<file path="src/rtl/digit_sequencer_pkg.sv">
// rtl/digit_sequencer_pkg.sv - shared types and constants for the digit sequencer
package digit_sequencer_pkg;

    typedef enum logic [1:0] {
        ST_IDLE  = 2'd0,
        ST_RUN   = 2'd1,
        ST_DRAIN = 2'd2
    } seq_state_e;

    localparam int BLANK_CODE_DEF = 10;
    localparam int X_BLOCK_MULT   = 4;
    localparam int RES_W          = 6;
    localparam int SLOT_W         = 3;

    typedef struct packed {
        logic [RES_W-1:0] digit_index;
        logic [RES_W-1:0] color;
    } lk_result_t;

    function automatic logic [3:0] bcd_to_number(input logic [3:0] bcd, input logic [3:0] blank);
        return (bcd > 4'd9) ? blank : bcd;
    endfunction

endpackage

</file>
<file path="src/rtl/digit_sequencer_if.sv">
// rtl/digit_sequencer_if.sv - request/result bus to the shared digit lookup
interface digit_sequencer_if;
    import digit_sequencer_pkg::*;

    logic [3:0]       lk_number;
    logic [5:0]       lk_x_block;
    logic             lk_valid;
    logic [RES_W-1:0] lk_digit_index;
    logic [RES_W-1:0] lk_color;

    modport master (
        output lk_number, lk_x_block, lk_valid,
        input  lk_digit_index, lk_color
    );

    modport slave (
        input  lk_number, lk_x_block, lk_valid,
        output lk_digit_index, lk_color
    );

endinterface

</file>
<file path="src/rtl/digit_seq_lat_pipe.sv">
// rtl/digit_seq_lat_pipe.sv - LAT-deep valid/slot delay line aligning slot tags with lookup results
module digit_seq_lat_pipe
    import digit_sequencer_pkg::*;
#(
    parameter int LAT = 1
) (
    input  logic              clk,
    input  logic              reset,
    input  logic              in_valid,
    input  logic [SLOT_W-1:0] in_slot,
    output logic              out_valid,
    output logic [SLOT_W-1:0] out_slot
);

    logic [LAT-1:0]    valid_q, valid_d;
    logic [SLOT_W-1:0] slot_q [LAT];
    logic [SLOT_W-1:0] slot_d [LAT];

    always_comb begin
        valid_d    = valid_q;
        slot_d     = slot_q;
        valid_d[0] = in_valid;
        slot_d[0]  = in_slot;
        for (int i = 1; i < LAT; i++) begin
            valid_d[i] = valid_q[i-1];
            slot_d[i]  = slot_q[i-1];
        end
    end

    always_ff @(posedge clk) begin
        if (reset) begin
            valid_q <= '0;
            for (int i = 0; i < LAT; i++) slot_q[i] <= '0;
        end else begin
            valid_q <= valid_d;
            slot_q  <= slot_d;
        end
    end

    assign out_valid = valid_q[LAT-1];
    assign out_slot  = slot_q[LAT-1];

endmodule

</file>
<file path="src/rtl/digit_sequencer.sv">
// rtl/digit_sequencer.sv - refreshes a bank of digit slots through a shared lookup
// Optional DIGIT_SEQ_OVERRUN_EN enables the sticky overrun flag.
module digit_sequencer
    import digit_sequencer_pkg::*;
#(
    parameter int NUM_DIGITS = 6,
    parameter int LOOKUP_LAT = 1,
    parameter int BLANK_CODE = BLANK_CODE_DEF
) (
    input  logic                    clk,
    input  logic                    reset,
    input  logic                    start,
    input  logic [4*NUM_DIGITS-1:0] digits,
    input  logic [2:0]              rd_slot,
    output logic [RES_W-1:0]        rd_digit_index,
    output logic [RES_W-1:0]        rd_color,
    output logic                    busy,
    output logic                    done,
    output logic                    overrun,
    digit_sequencer_if.master       lk
);

    localparam logic [SLOT_W-1:0] LAST_SLOT  = SLOT_W'(NUM_DIGITS - 1);
    localparam logic [SLOT_W-1:0] LAST_DRAIN = SLOT_W'(LOOKUP_LAT - 1);

    seq_state_e              state_q, state_d;
    logic [SLOT_W-1:0]       cnt_q, cnt_d;
    logic [4*NUM_DIGITS-1:0] snap_q, snap_d;
    logic                    lk_valid_q, lk_valid_d;
    logic [3:0]              lk_number_q, lk_number_d;
    logic [5:0]              lk_x_block_q, lk_x_block_d;
    logic [SLOT_W-1:0]       lk_slot_q, lk_slot_d;
    logic                    busy_q, busy_d;
    logic                    done_q, done_d;
    logic                    overrun_q, overrun_d;
    lk_result_t              work_q [NUM_DIGITS];
    lk_result_t              work_d [NUM_DIGITS];
    lk_result_t              disp_q [NUM_DIGITS];
    lk_result_t              disp_d [NUM_DIGITS];

    logic                    commit;
    logic [SLOT_W-1:0]       issue_slot;
    logic [4*NUM_DIGITS-1:0] bcd_src;
    logic [3:0]              issue_bcd;
    logic                    pipe_valid;
    logic [SLOT_W-1:0]       pipe_slot;

    digit_seq_lat_pipe #(.LAT(LOOKUP_LAT)) u_lat_pipe (
        .clk       (clk),
        .reset     (reset),
        .in_valid  (lk_valid_q),
        .in_slot   (lk_slot_q),
        .out_valid (pipe_valid),
        .out_slot  (pipe_slot)
    );

    always_comb begin
        state_d    = state_q;
        cnt_d      = cnt_q;
        snap_d     = snap_q;
        lk_valid_d = 1'b0;
        issue_slot = '0;
        busy_d     = busy_q;
        done_d     = 1'b0;
        commit     = 1'b0;
        case (state_q)
            ST_IDLE: begin
                if (start) begin
                    snap_d     = digits;
                    cnt_d      = '0;
                    state_d    = ST_RUN;
                    lk_valid_d = 1'b1;
                    busy_d     = 1'b1;
                end
            end
            ST_RUN: begin
                if (cnt_q == LAST_SLOT) begin
                    state_d = ST_DRAIN;
                    cnt_d   = '0;
                end else begin
                    cnt_d      = cnt_q + SLOT_W'(1);
                    lk_valid_d = 1'b1;
                    issue_slot = cnt_q + SLOT_W'(1);
                end
            end
            ST_DRAIN: begin
                if (cnt_q == LAST_DRAIN) begin
                    commit  = 1'b1;
                    done_d  = 1'b1;
                    busy_d  = 1'b0;
                    state_d = ST_IDLE;
                    cnt_d   = '0;
                end else begin
                    cnt_d = cnt_q + SLOT_W'(1);
                end
            end
            default: state_d = ST_IDLE;
        endcase

`ifdef DIGIT_SEQ_OVERRUN_EN
        overrun_d = overrun_q | (start && (state_q != ST_IDLE));
`else
        overrun_d = 1'b0;
`endif

        // The first request is issued straight from digits, the rest from the snapshot.
        bcd_src   = (state_q == ST_IDLE) ? digits : snap_q;
        issue_bcd = '0;
        for (int i = 0; i < NUM_DIGITS; i++) begin
            if (issue_slot == SLOT_W'(i)) issue_bcd = bcd_src[4*i +: 4];
        end
        lk_number_d  = lk_valid_d ? bcd_to_number(issue_bcd, 4'(BLANK_CODE)) : 4'd0;
        lk_x_block_d = lk_valid_d ? 6'(issue_slot) * 6'(X_BLOCK_MULT) : 6'd0;
        lk_slot_d    = issue_slot;

        // The final result lands in the same cycle as the commit, so copy the updated bank.
        work_d = work_q;
        if (pipe_valid) begin
            for (int i = 0; i < NUM_DIGITS; i++) begin
                if (pipe_slot == SLOT_W'(i)) work_d[i] = '{lk.lk_digit_index, lk.lk_color};
            end
        end
        disp_d = commit ? work_d : disp_q;
    end

    always_ff @(posedge clk) begin
        if (reset) begin
            state_q      <= ST_IDLE;
            cnt_q        <= '0;
            snap_q       <= '0;
            lk_valid_q   <= 1'b0;
            lk_number_q  <= '0;
            lk_x_block_q <= '0;
            lk_slot_q    <= '0;
            busy_q       <= 1'b0;
            done_q       <= 1'b0;
            overrun_q    <= 1'b0;
            for (int i = 0; i < NUM_DIGITS; i++) begin
                work_q[i] <= '0;
                disp_q[i] <= '0;
            end
        end else begin
            state_q      <= state_d;
            cnt_q        <= cnt_d;
            snap_q       <= snap_d;
            lk_valid_q   <= lk_valid_d;
            lk_number_q  <= lk_number_d;
            lk_x_block_q <= lk_x_block_d;
            lk_slot_q    <= lk_slot_d;
            busy_q       <= busy_d;
            done_q       <= done_d;
            overrun_q    <= overrun_d;
            work_q       <= work_d;
            disp_q       <= disp_d;
        end
    end

    always_comb begin
        rd_digit_index = '0;
        rd_color       = '0;
        for (int i = 0; i < NUM_DIGITS; i++) begin
            if (rd_slot == SLOT_W'(i)) begin
                rd_digit_index = disp_q[i].digit_index;
                rd_color       = disp_q[i].color;
            end
        end
    end

    assign lk.lk_valid   = lk_valid_q;
    assign lk.lk_number  = lk_number_q;
    assign lk.lk_x_block = lk_x_block_q;
    assign busy          = busy_q;
    assign done          = done_q;
    assign overrun       = overrun_q;

endmodule

</file>
<file path="src/flat_wrapper.sv">
// flat-port wrapper written by rule: the top's interface ports become plain ports
module digit_sequencer_flat import digit_sequencer_pkg::*;
#(
    parameter int NUM_DIGITS = 6,
    parameter int LOOKUP_LAT = 1,
    parameter int BLANK_CODE = BLANK_CODE_DEF
)
  (clk, reset, start, digits, rd_slot, rd_digit_index, rd_color, busy, done, overrun, lk_lk_number, lk_lk_x_block, lk_lk_valid, lk_lk_digit_index, lk_lk_color);
  digit_sequencer_if lk_i ();
  input  logic clk;
  input  logic reset;
  input  logic start;
  input  logic [4*NUM_DIGITS-1:0] digits;
  input  logic [2:0] rd_slot;
  output logic [RES_W-1:0] rd_digit_index;
  output logic [RES_W-1:0] rd_color;
  output logic busy;
  output logic done;
  output logic overrun;
  output wire logic [$bits(lk_i.lk_number)-1:0] lk_lk_number;
  output wire logic [$bits(lk_i.lk_x_block)-1:0] lk_lk_x_block;
  output wire logic [$bits(lk_i.lk_valid)-1:0] lk_lk_valid;
  input wire logic [$bits(lk_i.lk_digit_index)-1:0] lk_lk_digit_index;
  input wire logic [$bits(lk_i.lk_color)-1:0] lk_lk_color;
  assign lk_lk_number = lk_i.lk_number;
  assign lk_lk_x_block = lk_i.lk_x_block;
  assign lk_lk_valid = lk_i.lk_valid;
  assign lk_i.lk_digit_index = lk_lk_digit_index;
  assign lk_i.lk_color = lk_lk_color;
  digit_sequencer #(.NUM_DIGITS(NUM_DIGITS), .LOOKUP_LAT(LOOKUP_LAT), .BLANK_CODE(BLANK_CODE)) u_core (.clk(clk), .reset(reset), .start(start), .digits(digits), .rd_slot(rd_slot), .rd_digit_index(rd_digit_index), .rd_color(rd_color), .busy(busy), .done(done), .overrun(overrun), .lk(lk_i));
endmodule
</file>
<file path="config.mk">
export PLATFORM = sky130hd
export DESIGN_NAME = digit_sequencer_flat
export DESIGN_NICKNAME = d
export VERILOG_FILES = /design/src/rtl/digit_sequencer_pkg.sv /design/src/rtl/digit_sequencer_if.sv /design/src/rtl/digit_seq_lat_pipe.sv /design/src/rtl/digit_sequencer.sv /design/src/flat_wrapper.sv
export SDC_FILE = /design/constraint.sdc
export NUM_CORES = 1
export LEC_CHECK = 0
export CORE_MARGIN = 2
export CORE_UTILIZATION = 35
export CTS_CLUSTER_SIZE = 28
export DETAILED_ROUTE_END_ITERATION = 7
export SYNTH_ARGS = -nofsm -noshare
export SYNTH_HDL_FRONTEND = slang
export SYNTH_SLANG_ARGS = --single-unit
</file>
<file path="constraint.sdc">
create_clock -name clk -period 5.1 [get_ports clk]
set_input_delay 1.02 -clock clk [delete_from_list [all_inputs] [get_ports clk]]
set_output_delay 1.02 -clock clk [all_outputs]
set_load 0.01 [all_outputs]
</file>
# --- After elaboration in Yosys (flattened, before gate mapping) ---
# Index checks and enable logic that the tools add are counted.
word_totals:
  ff_bits: 193
  output_inout_bits: 26
classes:
  bitwise: 1
  n_lt_le_gt_ge: 1
  n_reduce_logical: 13
  n_mux: 44
  addsub: 1
  n_eq_ne: 21
op_table:
  columns: ["operator", "n"]
  rows:
  - ["two-way mux 12 bit", 6]
  - ["two-way mux 6 bit", 12]
  - ["two-way mux 72 bit", 1]
  - ["two-way mux 4 bit", 7]
  - ["two-way mux 24 bit", 1]
  - ["equality test 3 bit, second input constant", 7]
  - ["equality test 3 x 2 -> 1 bit, second input constant", 6]
  - ["logical NOT 3 bit", 4]
  - ["two-way mux 3 bit", 4]
  - ["equality test 3 x 1 -> 1 bit, second input constant", 3]
  - ["case mux 3 bit (3 select lines)", 1]
  - ["two-way mux 1 bit", 6]
  - ["two-way mux 2 bit", 3]
  - ["case mux 2 bit (3 select lines)", 1]
  - ["AND reduction 3 bit", 2]
  - ["> comparator 4 bit, second input constant", 1]
  - ["!= test 2 x 1 -> 1 bit, second input constant", 2]
  - ["case mux 1 bit (2 select lines)", 2]
  - ["AND reduction 2 bit", 2]
  - ["adder 3 x 1 -> 3 bit, second input constant", 1]
  - ["nonzero test 3 bit", 1]
  - ["OR reduction 3 bit", 1]
  - ["equality test 2 x 1 -> 1 bit, second input constant", 1]
  - ["equality test 2 bit, second input constant", 1]
  - ["5 further kinds", 5]

# --- Depth between registers and ports, before layout ---
depth:
  depth_word: 12
  mapped_depth: 10
  mapped_depth_nobuf: 9

# --- Cells and area by module ---
# Synthesis repeated with hierarchy kept, for this count alone.
hier_totals:
  hier_cells: 833
  hier_area_um2: 7783.7
modules_own_cells:
  columns: ["mod", "cells_per_inst", "area_per_inst_um2", "instances"]
  rows:
  - ["digit_sequencer", 825, 7678.6, 1]
  - ["digit_seq_lat_pipe", 8, 105.1, 1]

# --- Worst setup path before layout ---
# Ideal clock, no wire load.
synth_timing:
  kind: "input to output"
  from: "in rd_slot[0]"
  to: "out rd_color[0]"
  setup_slack_ns: 1.802
  path_buffers: 2
  required_ns: 4.080
  cell_stages: 6
  arrival_ns: 2.278
  path_cell_list: "clkbuf_1 buf_1 mux2i_1 nor2_1 a21oi_1 o221ai_1"
synth_via:
  elab_chain_cells: 7
synth_rtl:
  columns: ["element", "line", "text"]
  rows:
  - ["from (decl)", "flat_wrapper.sv:14", "input logic [2:0] rd_slot;"]
  - ["logical NOT 3 bit", "digit_sequencer.sv:162", "if (rd_slot == SLOT_W'(i)) begin"]
  - ["two-way mux 6 bit (5 in a row)", "digit_sequencer.sv:162", null]
  - ["two-way mux 6 bit (*)", "digit_sequencer.sv:162", null]
  - ["to (decl)", "flat_wrapper.sv:16", "output logic [RES_W-1:0] rd_color;"]
# Every way passes the cells marked *; elsewhere a longest branch is shown, timed or not.

# --- Final worst setup path ---
layout_timing:
  from: "in rd_slot[1]"
  to: "out rd_digit_index[1]"
layout_via:
  elab_chain_cells: 7
layout_rtl:
  columns: ["element", "line", "text"]
  rows:
  - ["logical NOT 3 bit", "digit_sequencer.sv:162", null]
  - ["two-way mux 6 bit (5 in a row)", "digit_sequencer.sv:162", null]
  - ["two-way mux 6 bit (*)", "digit_sequencer.sv:162", null]
  - ["to (decl)", "flat_wrapper.sv:15", "output logic [RES_W-1:0] rd_digit_index;"]
# Marked as above.

==> out/results.txt <==
run status: finished clean
RD Place Congestion: 0.787
simple logic cell fraction of the synthesized area: 14.4%
Max-Cap Viols: 0
actual transition at the worst max-transition pin: 1.12 ns
growth of design area from synthesis to finish: 18.9%
distinct cell type count of the synthesized netlist: 48
register area share after synthesis: 49.2%
count leader, synth: sky130_fd_sc_hd__dfxtp_1
power density over cell area: 372 nW/um2
yosys warns: 0
buffer cell driving the clock tree root: sky130_fd_sc_hd__clkbuf_16
min Tclk post-route: 4.36 ns
TNS Setup: 0 ns
core region area: 21,800 um2
detailed-routing iteration count for the pre-antenna-repair pass: 4
Mapped Area: 7730 um2
Clock Latency Late Sink: 0.44 ns
standard cell with the maximum stage delay on the critical path: sky130_fd_sc_hd__clkdlybuf4s50_1
Final Net Count: 900
DRC violation count after routing: 0
worst hold path class: reg -> reg
via count of the first global-routing pass: 5,301
arithmetic-cell share of the synthesized area counting full adders, half adders and majority gates: 1.13%
maximum number of pins on one net before global-route repair: 116
input/output buffers: 63
Hold Slack: 0.438 ns
CTS tree: built
Max-slew headroom: 24.9%
Worst EP arrival: 3.34 ns
post-cts gate resize count: 0
count of final setup violators: 0
global-route wire length before repair: 28,200 um
flip-flop and latch count after synthesis: 190
total clock sinks: 190
number of buffers added to fix hold violations after cts: 0
Worst path max stage delay: 0.70 ns
die extent in x: 153 um
worst hold start: u_core.lk_slot_q[0]$_SDFF_PP0_
top cell types by occurrence after synthesis: sky130_fd_sc_hd__dfxtp_1, sky130_fd_sc_hd__nor2_1, sky130_fd_sc_hd__mux2i_1, sky130_fd_sc_hd__a211oi_1, sky130_fd_sc_hd__nand2_1
floorplan die height: 153 um
post-detailed-route count of antenna-violating nets: 0
data required time of the critical path: 4.08 ns
share of the synthesized area in the top cell type: 49.2%
Crit. Startpoint: rd_slot[1]
maximum number of buffers from clock root to sink: 2
gr usage total: 15.0%
top-level I/O count: 68
Static Leakage: 3.38 nW
highest achievable clock rate: 0.230 GHz
dpl hpwl: 11,200 um
fraction of synthesized cell area in xor and xnor cells: 0%
antenna diode count: 0
final worst-path cycle share: 85.4%
dominant cell type by count on the critical path: sky130_fd_sc_hd__clkdlybuf4s50_1
Clk pin slew, worst setup/hold paths: 0.07 ns
Worst Path Class, Setup: in -> out
launch instance of the worst register-to-register path: u_core.state_q[1]$_SDFFE_PP0P_
number of flops mapped to enable cells by yosys: 0
max-slew violation count: 0
share of post-route cells with drive strength above 1: 10.3%
Post-CTS Setup Inserts: 0
vias post-DR: 5,692
GRT Residual Overflow: 0
async set or reset register ratio after synthesis: 0%
routed wire length per instance: 15.1 um
syn avg cell area: 9.48 um2
Compound-Gate Fraction of Synth Area: 14.5%
TritonCTS buffer count: 17
unrepaired setup endpoints after global routing: no
initial core utilization: 35.5%
IR Drop Worst-Case VDD: 0.152 mV
biggest area contributors in the synthesized netlist: sky130_fd_sc_hd__dfxtp_1, sky130_fd_sc_hd__mux2i_1, sky130_fd_sc_hd__nor2_1
first-iteration detailed-routing DRC count: 250
total wirelength of the detailed-routed design: 17,300 um
Worst Setup Start Kind: input pin
CP Capture Type: output pin
die footprint: 23,300 um2
main combinational cell family by area after synthesis: multiplexers
site row count: 54
worst-path cell chain: clkdlybuf4s50_1 > nand2b_1 > o221ai_1 > clkdlybuf4s50_1
setup skew after layout: 0.0131 ns
Top FF cell, synth: sky130_fd_sc_hd__dfxtp_1
H-tree depth reported by CTS: 4
multiplexer share of the synthesized area: 16.6%
detailed-route vias per instance: 4.98
number of antenna violations at the first check in global routing: 0
synthesized instance count: 815
number of hold-slack violations in the final timing report: 0
area leader, netlist: sky130_fd_sc_hd__dfxtp_1
worst-path fanout max: 12
layer usage:
metal  vias to the layer above  track usage [%]  share of wire (%)
met4                         0             4.37               0.91
met5                         -                0                  0
met3                        11             3.07                3.1
met2                        75             24.6                 48
li1                       2921                -                  -
met1                      2685             19.9                 48
placed cells by master, fill, tap and decap left out, types with 13 or more instances in the layout:
cell	instances
sky130_fd_sc_hd__dfxtp_1	190
sky130_fd_sc_hd__nor2_1	163
sky130_fd_sc_hd__mux2i_1	99
sky130_fd_sc_hd__a211oi_1	73
sky130_fd_sc_hd__nand2_1	61
sky130_fd_sc_hd__clkdlybuf4s50_1	61
sky130_fd_sc_hd__a21oi_1	44
sky130_fd_sc_hd__clkbuf_16	17
sky130_fd_sc_hd__mux2_2	16
sky130_fd_sc_hd__inv_1	13
sky130_fd_sc_hd__buf_4	13
worst paths after layout:
check / end / slack, ns / depth (start not counted)
setup / recovery: rd_digit_index[1] / 0.74 / 4
hold reg to reg: u_core.u_lat_pipe.out_slot[0]$_SDFF_PP0_ / 0.44 / 1
hold / removal: u_core.u_lat_pipe.out_slot[0]$_SDFF_PP0_ / 0.44 / 1
setup reg to reg: u_core.lk.lk_number[2]$_SDFF_PP0_ / 2.28 / 8
registers in the layout (all words and copies together) (netlist names):
signal and count:
u_core.u_lat_pipe.out_valid 1, u_core.work_q 72, u_core.lk.lk_x_block 3, u_core.done 1
u_core.lk_slot_q 3, u_core.busy 1, u_core.cnt_q 3, u_core.snap_q 24
u_core.lk.lk_number 4, u_core.disp_q 72, u_core.u_lat_pipe.out_slot 3, u_core.state_q 2
u_core.lk.lk_valid 1
cells by family (layout without fill, tap and decap cells):
group	Yosys count	count (layout)
mux	120	120
compound gates	157	157
buf+inv	76	122
simple gates	264	264
fa+ha+maj	7	7
flops	190	190
other cells	1	4
layout make-up:
class                   instances  area, um2
clock inverters                13        160
fillers                      2152      12600
flip-flops and latches        190       3800
clock buffers                  19        453
inverters                      13       48.8
repair buffers                 77        744
multi-input cells             552       3630
well taps                     280        350
power by group:
group	switching, W	leakage [nW]	internal [W]
combinational	0.000257	1.55	0.000214
sequential	0.0000455	1.54	0.00157
clock	0.000649	0.296	0.000691
total	0.000951	3.38	0.00247
through the flow:
step | total power [W] | instances | worst slack, ns | area [um2] | utilization, %
global placement | 0.00212 | 1112 | 0.727 | 8580 | 39.4
finish | 0.00342 | 1144 | 0.744 | 9190 | 42.3
detailed placement | 0.00212 | 1112 | 0.700 | 8580 | 39.4
CTS | 0.00347 | 1144 | 0.699 | 9190 | 42.3
floorplan | 0.00197 | 818 | 1.80 | 7740 | -
global route | 0.00358 | 1144 | 0.565 | 9190 | 42.3
critical path, delay by kind of cell:
family / cells / cell delay, ns
buffers and inverters: 2 / 1.31
AOI/OAI and AO/OA: 1 / 0.44
and+or+nand+nor: 1 / 0.55
Note: power is estimated with default switching activity, not from simulation.
